File: config.mk
export PLATFORM = sky130hd
export DESIGN_NAME = lcd_bus_driver
export DESIGN_NICKNAME = d
export VERILOG_FILES = /design/src/rtl/lcd_bus_driver.sv
export SDC_FILE = /design/constraint.sdc
export NUM_CORES = 1
export LEC_CHECK = 0
export ABC_AREA = 1
export ABC_CLOCK_PERIOD_IN_PS = 2400
export BUFFER_PORTS_ARGS = -buffer_cell sky130_fd_sc_hd__buf_4
export CAP_MARGIN = 25
export CORE_UTILIZATION = 40
export CTS_CLUSTER_DIAMETER = 60
export DETAILED_ROUTE_END_ITERATION = 10
export PLACE_DENSITY_LB_ADDON = 0.2
export SYNTH_ARGS = -nofsm -noshare
export SYNTH_HDL_FRONTEND = slang
export SYNTH_SLANG_ARGS = --single-unit
File: constraint.sdc
create_clock -name clk2 -period 2.4 [get_ports clk2]
set_input_delay 0.36 -clock clk2 [delete_from_list [all_inputs] [get_ports clk2]]
set_output_delay 0.36 -clock clk2 [all_outputs]
set_load 0.01 [all_outputs]
File: src/rtl/lcd_bus_driver.sv
// HD44780-style parallel bus driver: runs the power-on init sequence, then
// turns wr/dr strobes into timed rs/db/e write cycles with a 1-deep skid.
module lcd_bus_driver #(
  parameter int T_POWERUP = 400000,
  parameter int T_SETUP   = 2,
  parameter int T_EHIGH   = 12,
  parameter int T_HOLD    = 2,
  parameter int T_EXEC    = 1000,
  parameter int T_CLEAR   = 40000,
  parameter int CW        = 20
) (
  input  logic       clk2,
  input  logic       rst,
  input  logic       wr,
  input  logic [7:0] dbi,
  input  logic       dr,
  input  logic [7:0] direc,
  output logic       ready,
  output logic       init_done,
  output logic       overrun,
  output logic       lcd_rs,
  output logic       lcd_rw,
  output logic       lcd_e,
  output logic [7:0] lcd_db
);

  typedef enum logic [2:0] {
    PWR, IDLE, SETUP, EHI, HOLD, WAIT
  } state_t;

  localparam logic [CW-1:0] PWR_END   = CW'(T_POWERUP - 1);
  localparam logic [CW-1:0] SETUP_END = CW'(T_SETUP - 1);
  localparam logic [CW-1:0] EHI_END   = CW'(T_EHIGH - 1);
  localparam logic [CW-1:0] HOLD_END  = CW'(T_HOLD - 1);
  localparam logic [CW-1:0] EXEC_END  = CW'(T_EXEC - 1);
  localparam logic [CW-1:0] CLR_END   = CW'(T_CLEAR - 1);

  function automatic logic [7:0] init_byte(input logic [2:0] i);
    case (i)
      3'd3:    return 8'h0C;
      3'd4:    return 8'h06;
      3'd5:    return 8'h01;
      default: return 8'h38;
    endcase
  endfunction

  state_t        state, state_n;
  logic [CW-1:0] cnt, cnt_n;
  logic          skid_v, skid_v_n;
  logic          skid_rs, skid_rs_n;
  logic [7:0]    skid_db, skid_db_n;
  logic [2:0]    idx, idx_n;
  logic          done_n, ovr_n, ready_n, e_n, rs_n;
  logic [7:0]    db_n;

  logic          req, req_rs;
  logic [7:0]    req_db;
  logic          ld, ld_rs;
  logic [7:0]    ld_db;
  logic          is_clear;
  logic [CW-1:0] wait_end;

  // dr has priority; a simultaneous wr is lost
  assign req    = dr | wr;
  assign req_rs = ~dr;
  assign req_db = dr ? direc : dbi;

  assign is_clear = ~lcd_rs &
    ((lcd_db[7:1] == 7'd0 & lcd_db[0]) |
     (lcd_db[7:1] == 7'd1));
  assign wait_end = is_clear ? CLR_END : EXEC_END;

  assign lcd_rw = 1'b0;

  always_comb begin
    state_n   = state;
    cnt_n     = cnt + 1'b1;
    skid_v_n  = skid_v;
    skid_rs_n = skid_rs;
    skid_db_n = skid_db;
    idx_n     = idx;
    done_n    = init_done;
    ovr_n     = overrun | (dr & wr);
    rs_n      = lcd_rs;
    db_n      = lcd_db;
    ld        = 1'b0;
    ld_rs     = 1'b0;
    ld_db     = 8'h00;
    unique case (state)
      PWR: begin
        if (cnt == PWR_END) begin
          ld    = 1'b1;
          ld_db = init_byte(3'd0);
        end
      end
      IDLE: begin
        cnt_n = '0;
        if (skid_v) begin
          ld       = 1'b1;
          ld_rs    = skid_rs;
          ld_db    = skid_db;
          skid_v_n = 1'b0;
        end else if (ready && req) begin
          ld    = 1'b1;
          ld_rs = req_rs;
          ld_db = req_db;
        end
      end
      SETUP: begin
        if (cnt == SETUP_END) begin
          state_n = EHI;
          cnt_n   = '0;
        end
      end
      EHI: begin
        if (cnt == EHI_END) begin
          state_n = HOLD;
          cnt_n   = '0;
        end
      end
      HOLD: begin
        if (cnt == HOLD_END) begin
          state_n = WAIT;
          cnt_n   = '0;
        end
      end
      WAIT: begin
        if (cnt == wait_end) begin
          cnt_n = '0;
          if (init_done || idx == 3'd5) begin
            state_n = IDLE;
            done_n  = 1'b1;
          end else begin
            idx_n = idx + 3'd1;
            ld    = 1'b1;
            ld_db = init_byte(idx + 3'd1);
          end
        end
      end
      default: state_n = PWR;
    endcase

    if (ld) begin
      state_n = SETUP;
      cnt_n   = '0;
      rs_n    = ld_rs;
      db_n    = ld_db;
    end

    // not ready: park in the skid, or drop if it is occupied
    if (req && !ready) begin
      if (!skid_v) begin
        skid_v_n  = 1'b1;
        skid_rs_n = req_rs;
        skid_db_n = req_db;
      end else begin
        ovr_n = 1'b1;
      end
    end

    ready_n = (state_n == IDLE) & done_n & ~skid_v_n;
    e_n     = (state_n == EHI);
  end

  always_ff @(posedge clk2) begin
    if (rst) begin
      state     <= PWR;
      cnt       <= '0;
      skid_v    <= 1'b0;
      skid_rs   <= 1'b0;
      skid_db   <= 8'h00;
      idx       <= 3'd0;
      init_done <= 1'b0;
      overrun   <= 1'b0;
      ready     <= 1'b0;
      lcd_e     <= 1'b0;
      lcd_rs    <= 1'b0;
      lcd_db    <= 8'h00;
    end else begin
      state     <= state_n;
      cnt       <= cnt_n;
      skid_v    <= skid_v_n;
      skid_rs   <= skid_rs_n;
      skid_db   <= skid_db_n;
      idx       <= idx_n;
      init_done <= done_n;
      overrun   <= ovr_n;
      ready     <= ready_n;
      lcd_e     <= e_n;
      lcd_rs    <= rs_n;
      lcd_db    <= db_n;
    end
  end

endmodule
Yosys cells after proc, flatten, opt, wreduce, memory -nomap -nowiden
Index checks and enable logic that the tools add are counted.
{ "word_totals": {"regBits": 49, "inputBits": 20, "out_inout_bits": 14, "word_cells": 91} }
{ "classes": {"add_sub_neg": 2, "n_eq_ne": 16, "muxes": 37, "bitwise_logic": 13, "n_reduce_logical": 11} }
{ "op_table": {"columns": ["op", "n"], "rows": [
  ["20-bit one-hot mux with 4 select lines", 1],
  ["20-bit two-way mux", 3],
  ["8-bit two-way mux", 3],
  ["8-bit one-hot mux with 3 select lines", 1],
  ["20-bit by 1-bit adder with 20-bit output, second input constant", 1],
  ["20-bit by 1-bit == test with 1-bit output, second input constant", 1],
  ["20-bit by 16-bit == test with 1-bit output", 1],
  ["20-bit by 19-bit == test with 1-bit output, second input constant", 1],
  ["20-bit by 4-bit == test with 1-bit output, second input constant", 1],
  ["3-bit two-way mux", 6],
  ["6-bit two-way mux", 3],
  ["6-bit one-hot mux with 3 select lines", 1],
  ["1-bit two-way mux", 16],
  ["16-bit two-way mux", 1],
  ["3-bit == test, second input constant", 5],
  ["3-bit one-hot mux with 5 select lines", 1],
  ["3-bit by 2-bit == test with 1-bit output, second input constant", 4],
  ["7-bit by 1-bit == test with 1-bit output, second input constant", 1],
  ["7-bit logical NOT", 1],
  ["3-bit by 1-bit == test with 1-bit output, second input constant", 2],
  ["2-bit OR reduction", 3],
  ["1-bit AND", 5],
  ["1-bit NOT", 5],
  ["3-bit by 1-bit adder with 3-bit output, second input constant", 1],
  ["8 further kinds", 11]
]} }

Depth between registers and ports, before layout
Gate-level depths: netlist of run 1.
{ "logic_depth": {"depth_word": 12, "depth_mapped": 13, "depth_no_buf": 13} }

Least setup slack after synthesis of run 1
Ideal clock, no wire load.
{ "synth_path": {"path_type": "reg2reg", "start": "reg cnt[0]", "end": "reg cnt[6]", "setup_ps": 117, "t_arrival_ps": 1578, "t_required_ps": 2283, "path_slack_ps": 705, "stages_incl_launch_ff": 14, "path_buffers": 1, "synth_period_minus_slack_ps": 1695, "path_cell_list": "dfxtp_1 ha_1 nand2_2 nor2_2 nand2_1 nor2_2 nand3_2 nand2_2 inv_2 nand2_4 nor2_4 o21ai_2 buf_6 nor2_1"} }
{ "synth_via": {"elab_chain_cells": 4, "elab_cells_between_ends": 13, "classes_between": "add/sub (1); eq/ne (4); mux (7); reduce/logical (1)"} }
{ "synth_lines": {"columns": ["element", "line_no", "rtl"], "rows": [
  ["start, declared", "48", "logic [CW-1:0] cnt, cnt_n;"],
  ["start signal, assigned", "181", "cnt <= cnt_n;"],
  ["branches (longest 4 deep; another with 20-bit by 1-bit adder with 20-bit output)", null, null]
]} }
Parallel ways; which one is timed is not known.
A chain may end at the register's enable or synchronous reset.

Final worst setup path of run 1
{ "layout_path": {"start": "reg cnt[0]", "end": "reg cnt[15]"} }
The elaborated chain is that of the path after synthesis.

==> summary.md, run 1 <==
| Metric | Value |
|---|---|
| Cts bufs inserted | `5` |
| Final RePlAce weighted congestion | `0.8890` |
| Slew @ Worst Pin | `0.5783 ns` |
| Clk sink count | `49` |
| Critical Path Slowest Stage Cell | `o21ai_4` |
| DIE HEIGHT | `85.73 um` |
| Post-route clock period utilization | `0.8664` |
| Synth Area in Simple Gates | `0.3405` |
| Most frequent CP cell | `nand3_1` |
| First-pass GRT wire length | `11090 um` |
| Die W | `85.73 um` |
| Worst slew margin | `0.6130` |
| Required @ worst endpoint | `2.57 ns` |
| Hold crit path type | `in2reg` |
| Crit path arrival time | `2.25 ns` |
| Worst VDD drop | `0.2911 mV` |
| Syn Area/Cell | `6.582 um^2` |
| Tmin final | `2.079 ns` |
| Root Driver | `clkbuf_8` |
| Initial antenna violation count | `0` |
| # port buffers | `32` |
| Crit-path max FO | `20` |
| Endpoints failing setup | `0` |
| Pre-Repair DR Iteration Count | `6` |
| Max-slew violation count | `0` |
| Vias in the first global route | `2398` |
| Leakage | `1.495 nW` |
| Post-synthesis adder-cell area fraction | `0.03124` |
| Fmax | `480.9 MHz` |
| Worst r2r src | `cnt[0]` |
| RSZ-0062 raised after global routing | `no` |
| Max layer used | `met4` |
| Residual DRC | `0` |
| Mapped cell area | `0.002804 mm^2` |
| Share of post-route cells with drive strength above 1 | `0.1313` |
| Compound-cell area share of the yosys netlist | `0.09996` |
| Critical Path Source | `cnt[0]` |
| Fin Setup TNS | `0 ns` |
| Top Ports | `34` |
| Nets | `483` |
| H-tree depth | `2` |
| XOR/XNOR share of the synthesized area | `0.04061` |
| Core area | `0.006794 mm^2` |
| Synthesis-to-layout area growth | `14.32%` |
| Type of the worst setup path | `reg2reg` |
| Crit-path cells | `ha_1 -> nand3_1 -> nor3_2 -> nand3_1 -> nand2_1 -> nand3_1 -> o21ai_4 -> nor2_1` |
| Synth Register Bits | `49` |
| Layout fillers | `723` |
| Ys Warns | `0` |
| Startpoint types | `flop` |
| Largest family of logic cells by synthesized area | `simple AND/OR/NAND/NOR gates` |
| Largest net degree at the start of global routing | `21` |
| Pwr dens | `462.5 mW/mm^2` |
| Library cells used by synthesis | `35` |
| Post-CTS Setup Inserts | `0` |
| Clock Path Buffers | `2` |
| Grt ovf | `0` |
| Max-cap viol count | `0` |
| Rows | `30` |
| CTS tree | `done` |
| Placed insts | `545` |
| Final Skew | `0.01178 ns` |
| Pre-CTS setup slack | `0.09829 ns` |
| Gr usage total | `0.1914` |
| Routed Antenna Nets | `0` |
| Vias/cell | `4.624` |
| Hold Violations, Final | `0` |
| Fraction of synthesized area in multiplexers | `0.02499` |
| Layout Cells excl Fill | `553` |
| Vias | `2557` |
| Leading post-synthesis cells by cell area | `dfxtp_1 (35%), nand2_1 (15%), inv_1 (8.2%)` |
| Syn_nets | `453` |
| Outcome | `finished, final reports clean` |
| CP Capture Type | `flop` |
| Met3 routed WL | `244 um` |
| Share of the synthesized area in the top cell type | `0.3498` |
| Wire length on met1 | `3443 um` |
| HPWL Detailed | `5054 um` |
| Met2 routed WL | `2736 um` |
| DIE AREA | `0.007349 mm^2` |
| Initial Util | `0.4127` |
| Final wirelength | `6523 um` |
| Sequential fraction of the synthesis area | `0.3498` |
| DR WL/cell | `11.80 um` |
| Clock transition at the registers of the reported paths | `0.10 ns` |
| Most frequent cells in the layout | `nand2_1 (110), inv_1 (61), nor2_1 (61), dfxtp_1 (49), buf_4 (34)` |
| Most common cell after layout, fill and taps aside | `nand2_1` |
| Final WS setup | `0.3206 ns` |
| HP Start | `rst` |
| Cell taking the most area after synthesis | `dfxtp_1` |
| Crit path largest cell delay | `0.49 ns` |
| Post-Syn Instances | `426` |
| Initial DRC Count | `151` |
| Antenna Diode Count | `0` |
| Worst skew pair latency | `0.31 ns` |
-- worst paths after layout --
| path | slack (ns) | endpoint | depth (start not counted) |
|---|---|---|---|
| hold reg to reg | 0.45 | skid_db[5] | 2 |
| setup reg to reg | 0.32 | cnt[15] | 8 |
| hold / removal | 0.32 | skid_v | 2 |
| setup / recovery | 0.32 | cnt[15] | 8 |
-- cell usage after synthesis (all sizes together) --
cell      n
nand3b    2
nor2     68
o21ai    18
nor3      7
o211ai    2
nor4      3
dfxtp    49
xnor2     3
nand2   113
or2       1
o22ai     9
ha        7
a211oi    1
inv      64
a21oi    20
nand4     3
clkbuf    3
nand3    26
mux2i     7
o21a      1
xor2     10
buf       8
conb      1
-- worst max-delay path: cells and delay by family, from the launching register on --
family / cells / cell delay [ns]
and+or+nand+nor: 6 / 0.78
adders and majority gates: 1 / 0.24
DFF: 1 / 0.41
AOI/OAI and AO/OA: 1 / 0.49
-- power breakdown --
group / leakage (nW) / internal (mW) / switching [mW] / total (mW)
logic: 1.05 / 0.0567 / 0.0824 / 0.139
registers: 0.398 / 0.836 / 0.00988 / 0.846
clock network: 0.0481 / 0.207 / 0.291 / 0.498
-- layer usage --
layer,global-route usage,up-vias
met5,0,-
met4,0.06212,0
met3,0.03272,6
met2,0.2989,47
met1,0.2684,1111
li1,-,1393
-- timing repair --
action,in CTS,in global routing
endpoints found under the setup margin,0,18
hold buffers,0,0
gates resized for setup,0,1
-- state kept, by name (all words and copies together), names as in the netlist, 3 cells and up --
name	cells
skid_db	8
cnt	20
lcd_db	8
idx	3
state	3
-- logic make-up after synthesis --
logic type               count (synthesis)
AO/OA/AOI/OAI                           51
XOR/XNOR                                13
adder cells (fa/ha/maj)                  7
buffers and inverters                   75
flip-flops                              49
multiplexers                             7
other                                    1
AND/OR/NAND/NOR                        223
-- stage by stage --
| step | util | area [um^2] | total power [mW] | hold WS (ns) |
|---|---|---|---|---|
| 3_3_place_gp | 0.4573 | 3107 | 0.9999 | 0.4335 |
| 3_5_place_dp | 0.4573 | 3107 | 1.003 | 0.4406 |
| 2_1_floorplan | - | 2804 | 0.9597 | 0.4268 |
| 4_1_cts | 0.4707 | 3198 | 1.504 | 0.3102 |
| 5_1_grt | 0.4718 | 3206 | 1.546 | 0.3417 |
| 6_report | 0.4718 | 3206 | 1.483 | 0.3203 |
-- cell type report --
class,instances,area [um^2],share of cell area
Clock buffer,5,68.82,0.02147
Multi-Input combinational cell,302,1518,0.4735
Sequential cell,49,980.9,0.3060
Timing Repair Buffer,34,255.2,0.07963
Tap cell,96,120.1,0.03747
Clock inverter,3,22.52,0.007026
Inverter,64,240.2,0.07494
Note: power is estimated with default switching activity, not from simulation.
==> run 2: changes to the inputs <==
- ABC_CLOCK_PERIOD_IN_PS: 2400 -> 1950
- clock period: 2.4 -> 1.95 ns (I/O delays scaled with it)
==> summary.md, run 2 (same netlist as run 1, synthesis figures left out) <==
| Metric | Value |
|---|---|
| CTS tree | `done` |
| DIE HEIGHT | `85.73 um` |
| Most frequent cells in the layout | `nand2_1 (107), inv_1 (59), nor2_1 (57), buf_4 (40), dfxtp_1 (39)` |
| Max-slew violation count | `0` |
| Power share of the clock group | `0.334` |
| Type of the worst setup path | `reg2reg` |
| Crit path arrival time | `2.06 ns` |
| First-pass GRT wire length | `10980 um` |
| Rows | `30` |
| Worst slew margin | `0.6482` |
| Clk sink count | `49` |
| Synthesis-to-layout area growth | `20.21%` |
| HPWL Detailed | `5145 um` |
| Clock Path Buffers | `2` |
| Nets | `492` |
| Pwr dens | `552.4 mW/mm^2` |
| # port buffers | `32` |
| Leakage | `1.549 nW` |
| Wire length on met1 | `3497 um` |
| Largest Register | `cnt` |
| Cts bufs inserted | `5` |
| Routed Antenna Nets | `0` |
| Endpoints failing setup | `0` |
| H-tree depth | `2` |
| Cts hold-fix bufs | `0` |
| Fin area | `0.003371 mm^2` |
| Initial DRC Count | `183` |
| Core area | `0.006794 mm^2` |
| DIE AREA | `0.007349 mm^2` |
| Layout fillers | `697` |
| Initial antenna violation count | `0` |
| Antenna Diode Count | `0` |
| Vias/cell | `4.806` |
| Worst skew pair latency | `0.31 ns` |
| Overall power | `1.862 mW` |
| Clock transition at the registers of the reported paths | `0.10 ns` |
| Fmax | `538.7 MHz` |
| Max reg flops | `20` |
| Required @ worst endpoint | `2.15 ns` |
| Logic pwr share | `0.107` |
| Final wirelength | `6869 um` |
| Pre-CTS setup slack | `0.06554 ns` |
| Worst hold slack | `0.2540 ns` |
| Initial Util | `0.4127` |
| Core Util, Final | `0.4961` |
| Sw Ratio | `0.2641` |
| NetSw | `0.4918 mW` |
| Final RePlAce weighted congestion | `0.8797` |
| Outcome | `finished, final reports clean` |
| Met2 routed WL | `2878 um` |
| Pre-Repair DR Iteration Count | `5` |
| Startpoint types | `flop` |
| Residual DRC | `0` |
| Final Skew | `0.01264 ns` |
| Grt ovf | `0` |
| Tmin final | `1.856 ns` |
| Met3 routed WL | `410 um` |
| Slew @ Worst Pin | `0.5272 ns` |
| Cell Area, Placed | `0.003157 mm^2` |
| Most common cell after layout, fill and taps aside | `nand2_1` |
| Hold crit path type | `in2reg` |
| Die W | `85.73 um` |
| Max layer used | `met4` |
| Gr usage total | `0.1873` |
| Largest net degree at the start of global routing | `21` |
| Max-cap viol count | `0` |
| Vias | `2701` |
| Biggest regs | `cnt (20), lcd_db (8), skid_db (8)` |
| Top Ports | `34` |
| Worst VDD drop | `0.2389 mV` |
| Vias in the first global route | `2347` |
| Power Internal | `1.370 mW` |
| DR WL/cell | `12.22 um` |
| Share of post-route cells with drive strength above 1 | `0.1953` |
| Final WS setup | `0.09363 ns` |
| Root Driver | `clkbuf_8` |
| CP Capture Type | `flop` |
| Crit-path max FO | `6` |
| Post-route clock period utilization | `0.9520` |
| Hold Violations, Final | `0` |
| Flop pwr share | `0.559` |
run 2: changes by cell type in the layout (fill, tap and decap cells not counted), sizes merged:
cell	delta
clkbuf	+1
buf	+8
clkinvlp	+3
clkinv	-3
run 2: per-layer routing:
layer / GRT usage / up-vias
met5: 0 / -
met4: 0.05606 / 0
met3: 0.02695 / 7
met2: 0.2705 / 81
met1: 0.2856 / 1198
li1: - / 1415
run 2: worst paths after layout:
kind	depth (start not counted)	to	slack (ns)	startpoint
hold / removal	2	skid_v	0.25	rst
setup / recovery	13	cnt[11]	0.09	cnt[1]
setup reg to reg	13	cnt[11]	0.09	cnt[1]
hold reg to reg	2	skid_db[2]	0.46	skid_db[2]
run 2: power groups by stage:
stage	registers, mW	logic [mW]	clock network, mW
finish	1.04	0.199	0.622
global route	1.05	0.221	0.678
CTS	1.04	0.187	0.643
detailed placement	1.06	0.187	0
global placement	1.06	0.182	0
floorplan	1.06	0.118	0
run 2: layout make-up:
| class | count | area, um^2 | area share |
|---|---|---|---|
| clock inverter | 3 | 22.52 | 0.006682 |
| timing repair buffer | 43 | 356.6 | 0.1058 |
| multi-input combinational | 302 | 1564 | 0.4640 |
| tap | 96 | 120.1 | 0.03563 |
| sequential | 49 | 998.5 | 0.2962 |
| inverter | 64 | 240.2 | 0.07127 |
| clock buffer | 5 | 68.82 | 0.02042 |
run 2: repair_timing:
action                                  4_1_cts  5_1_grt
endpoints found under the setup margin        0       23
setup buffers                                 0        2
gates resized for setup                       0       27
run 2: metrics by stage:
| stage | setup TNS, ns | cells |
|---|---|---|
| finish | 0 | 562 |
| global route | -0.06918 | 562 |
| CTS | 0 | 558 |
| detailed placement | 0 | 550 |
| global placement | 0 | 550 |
| floorplan | 0 | 426 |
run 2: critical path: stages (launching register included):
cell	delay (ns)
dfxtp_4	0.38
ha_4	0.15
nand2_2	0.06
nor2_2	0.10
nand2_1	0.10
nor2_2	0.17
nand3_2	0.13
nand2_2	0.10
inv_2	0.06
nand2_4	0.10
nor2_4	0.06
o21ai_4	0.11
clkbuf_16	0.20
nor2_1	0.04
==> run 3: changes to the inputs <==
- ABC_AREA: 1 -> unset
==> summary.md, run 3 <==
| Metric | Value |
|---|---|
| Power Internal | `1.440 mW` |
| EDFF count, synth | `0` |
| Clock transition at the registers of the reported paths | `0.09 ns` |
| Fmax | `461.2 MHz` |
| Post-CTS Setup Inserts | `0` |
| Mapped cell area | `0.002576 mm^2` |
| Initial Util | `0.4251` |
| Initial DRC Count | `198` |
| CP Capture Type | `flop` |
| Failing checks | `setup timing` |
| Flop pwr share | `0.556` |
| Nets | `411` |
| Ys Warns | `0` |
| Largest Register | `cnt` |
| Cts bufs inserted | `5` |
| Gr usage total | `0.2007` |
| Clk sink count | `49` |
| Core area | `0.006061 mm^2` |
| Root Driver | `clkbuf_8` |
| Most common cell in the netlist | `nor2_1` |
| Pre-Repair DR Iteration Count | `4` |
| H-tree depth | `2` |
| Antenna Diode Count | `0` |
| Post-Syn Instances | `310` |
| CTS tree | `done` |
| Final RePlAce weighted congestion | `0.8532` |
| Vias | `2421` |
| Synth Register Bits | `49` |
| HP Start | `rst` |
| Critical Path Source | `cnt[19]` |
| Die W | `82.26 um` |
| Crit-path max FO | `9` |
| First-pass GRT wire length | `10440 um` |
| DR WL/cell | `13.55 um` |
| Post-route clock period utilization | `1.112` |
| Syn Area/Cell | `8.310 um^2` |
| Synthesis-to-layout area growth | `32.01%` |
| Biggest regs | `cnt (20), lcd_db (8), skid_db (8)` |
| Worst r2r src | `cnt[19]` |
| Top Ports | `34` |
| Syn_nets | `337` |
| Tmin final | `2.168 ns` |
| Async set-reset flop share out of synthesis | `0` |
| Max-cap viol count | `0` |
| Final Skew | `0.003814 ns` |
| Share of the synthesized area in the top cell type | `0.3808` |
| Placed insts | `452` |
| Initial antenna violation count | `0` |
| Main flop type after synthesis | `dfxtp_1` |
| Synth top cells by count | `nor2_1 (62), dfxtp_1 (49), nand2_1 (19), a21oi_1 (15)` |
| Power share of the clock group | `0.348` |
| Rows | `28` |
| Max-slew violation count | `0` |
| Worst VDD drop | `0.4129 mV` |
| Crit path arrival time | `2.39 ns` |
| Worst skew pair latency | `0.29 ns` |
| Cell taking the most area after synthesis | `dfxtp_1` |
| Most frequent cells in the layout | `buf_4 (78), nor2_1 (61), dfxtp_1 (48), nand2_1 (19), a21oi_1 (14)` |
| Residual DRC | `0` |
| Cts hold-fix bufs | `0` |
| Final wirelength | `6234 um` |
| Slew @ Worst Pin | `0.5241 ns` |
| Required @ worst endpoint | `2.17 ns` |
| Logic pwr share | `0.096` |
| Layout fillers | `582` |
| Leading post-synthesis cells by cell area | `dfxtp_1 (38%), nor2_1 (9.0%), mux2i_1 (3.9%)` |
| Outcome | `complete, but fails checks` |
| Layout Cells excl Fill | `460` |
| Routed Antenna Nets | `0` |
| Hold crit path type | `in2reg` |
| Vias in the first global route | `2282` |
| DIE AREA | `0.006766 mm^2` |
| RSZ-0062 raised after global routing | `yes` |
| Worst hold slack | `0.3359 ns` |
| Hold Violations, Final | `0` |
| Sw Ratio | `0.2307` |
| Most common cell after layout, fill and taps aside | `buf_4` |
| Fin Setup TNS | `-6.490 ns` |
| NetSw | `0.4319 mW` |
| Final WS setup | `-0.2181 ns` |
| Worst slew margin | `0.6479` |
| DIE HEIGHT | `82.26 um` |
| Share of post-route cells with drive strength above 1 | `0.3013` |
| Leakage | `1.388 nW` |
| Pwr dens | `550.4 mW/mm^2` |
| Core Util, Final | `0.5611` |
| Library cells used by synthesis | `50` |
| Clock Path Buffers | `2` |
| # port buffers | `32` |
| Grt ovf | `0` |
| Sequential fraction of the synthesis area | `0.3808` |
| Type of the worst setup path | `reg2reg` |
| Vias/cell | `5.263` |
| Max reg flops | `20` |
| Largest net degree at the start of global routing | `21` |
| Startpoint types | `flop` |
| HPWL Detailed | `4768 um` |
| Endpoints failing setup | `36` |
run 3: path summary, 6_finish.rpt:
check / to / slack (ns) / depth (start not counted)
setup / recovery: lcd_db[3] / -0.22 / 7
hold / removal: idx[0] / 0.34 / 2
setup reg to reg: lcd_db[3] / -0.22 / 7
hold reg to reg: overrun / 0.49 / 2
run 3: critical path, stage by stage (launching register included):
cell     delay, ns
dfxtp_2       0.33
or4_4         0.54
or4_4         0.50
nor2_4        0.16
a21o_1        0.20
buf_6         0.15
nor2_1        0.05
nor3_1        0.17
run 3: cell type report:
type                       count  area, um^2  area share
clock inverter                 1       5.005    0.001472
tap                           75       93.84     0.02759
sequential                    49       982.2      0.2888
multi-input combinational    241        1589      0.4673
timing repair buffer          80       608.1      0.1788
inverter                       7       26.28    0.007726
clock buffer                   7       96.34     0.02833
run 3: power groups by stage:
stage	sequential, mW	combinational, mW	clock (mW)
final	1.04	0.180	0.650
after global routing	1.04	0.200	0.714
after CTS	1.04	0.182	0.675
after detailed placement	1.06	0.181	0
after global placement	1.06	0.178	0
after floorplan	1.06	0.113	0
run 3: kinds of logic after synthesis:
| logic type | Yosys count | share of synthesized area |
|---|---|---|
| fa+ha+maj | 8 | 0.03788 |
| simple gates | 143 | 0.2725 |
| mux | 17 | 0.06945 |
| compound gates | 53 | 0.1340 |
| buf+inv | 20 | 0.03934 |
| other cells | 1 | 0.001456 |
| flops | 49 | 0.3808 |
| xor+xnor | 19 | 0.06459 |
run 3: layer usage:
layer | vias to the layer above | global-route usage | routed length (um)
met5 | - | 0 | 0
met4 | 0 | 0.04035 | 22
met3 | 4 | 0.03516 | 271
met2 | 44 | 0.3107 | 2757
met1 | 1132 | 0.2901 | 3182
li1 | 1241 | - | -
run 3: through the flow:
step / setup WS [ns] / total power [mW] / instance area, um^2
6_report: -0.2181 / 1.872 / 3401
5_1_grt: -0.3197 / 1.959 / 3401
4_1_cts: -0.1933 / 1.898 / 3354
3_5_place_dp: -0.2142 / 1.245 / 3221
3_3_place_gp: -0.1910 / 1.242 / 3221
2_1_floorplan: -0.1902 / 1.177 / 2609
run 3: repair_timing:
action,4_1_cts,5_1_grt
cloned,0,0
pin swaps,2,6
resized for setup,7,8
endpoints found under the setup margin,36,37
endpoints found under the hold margin,0,0
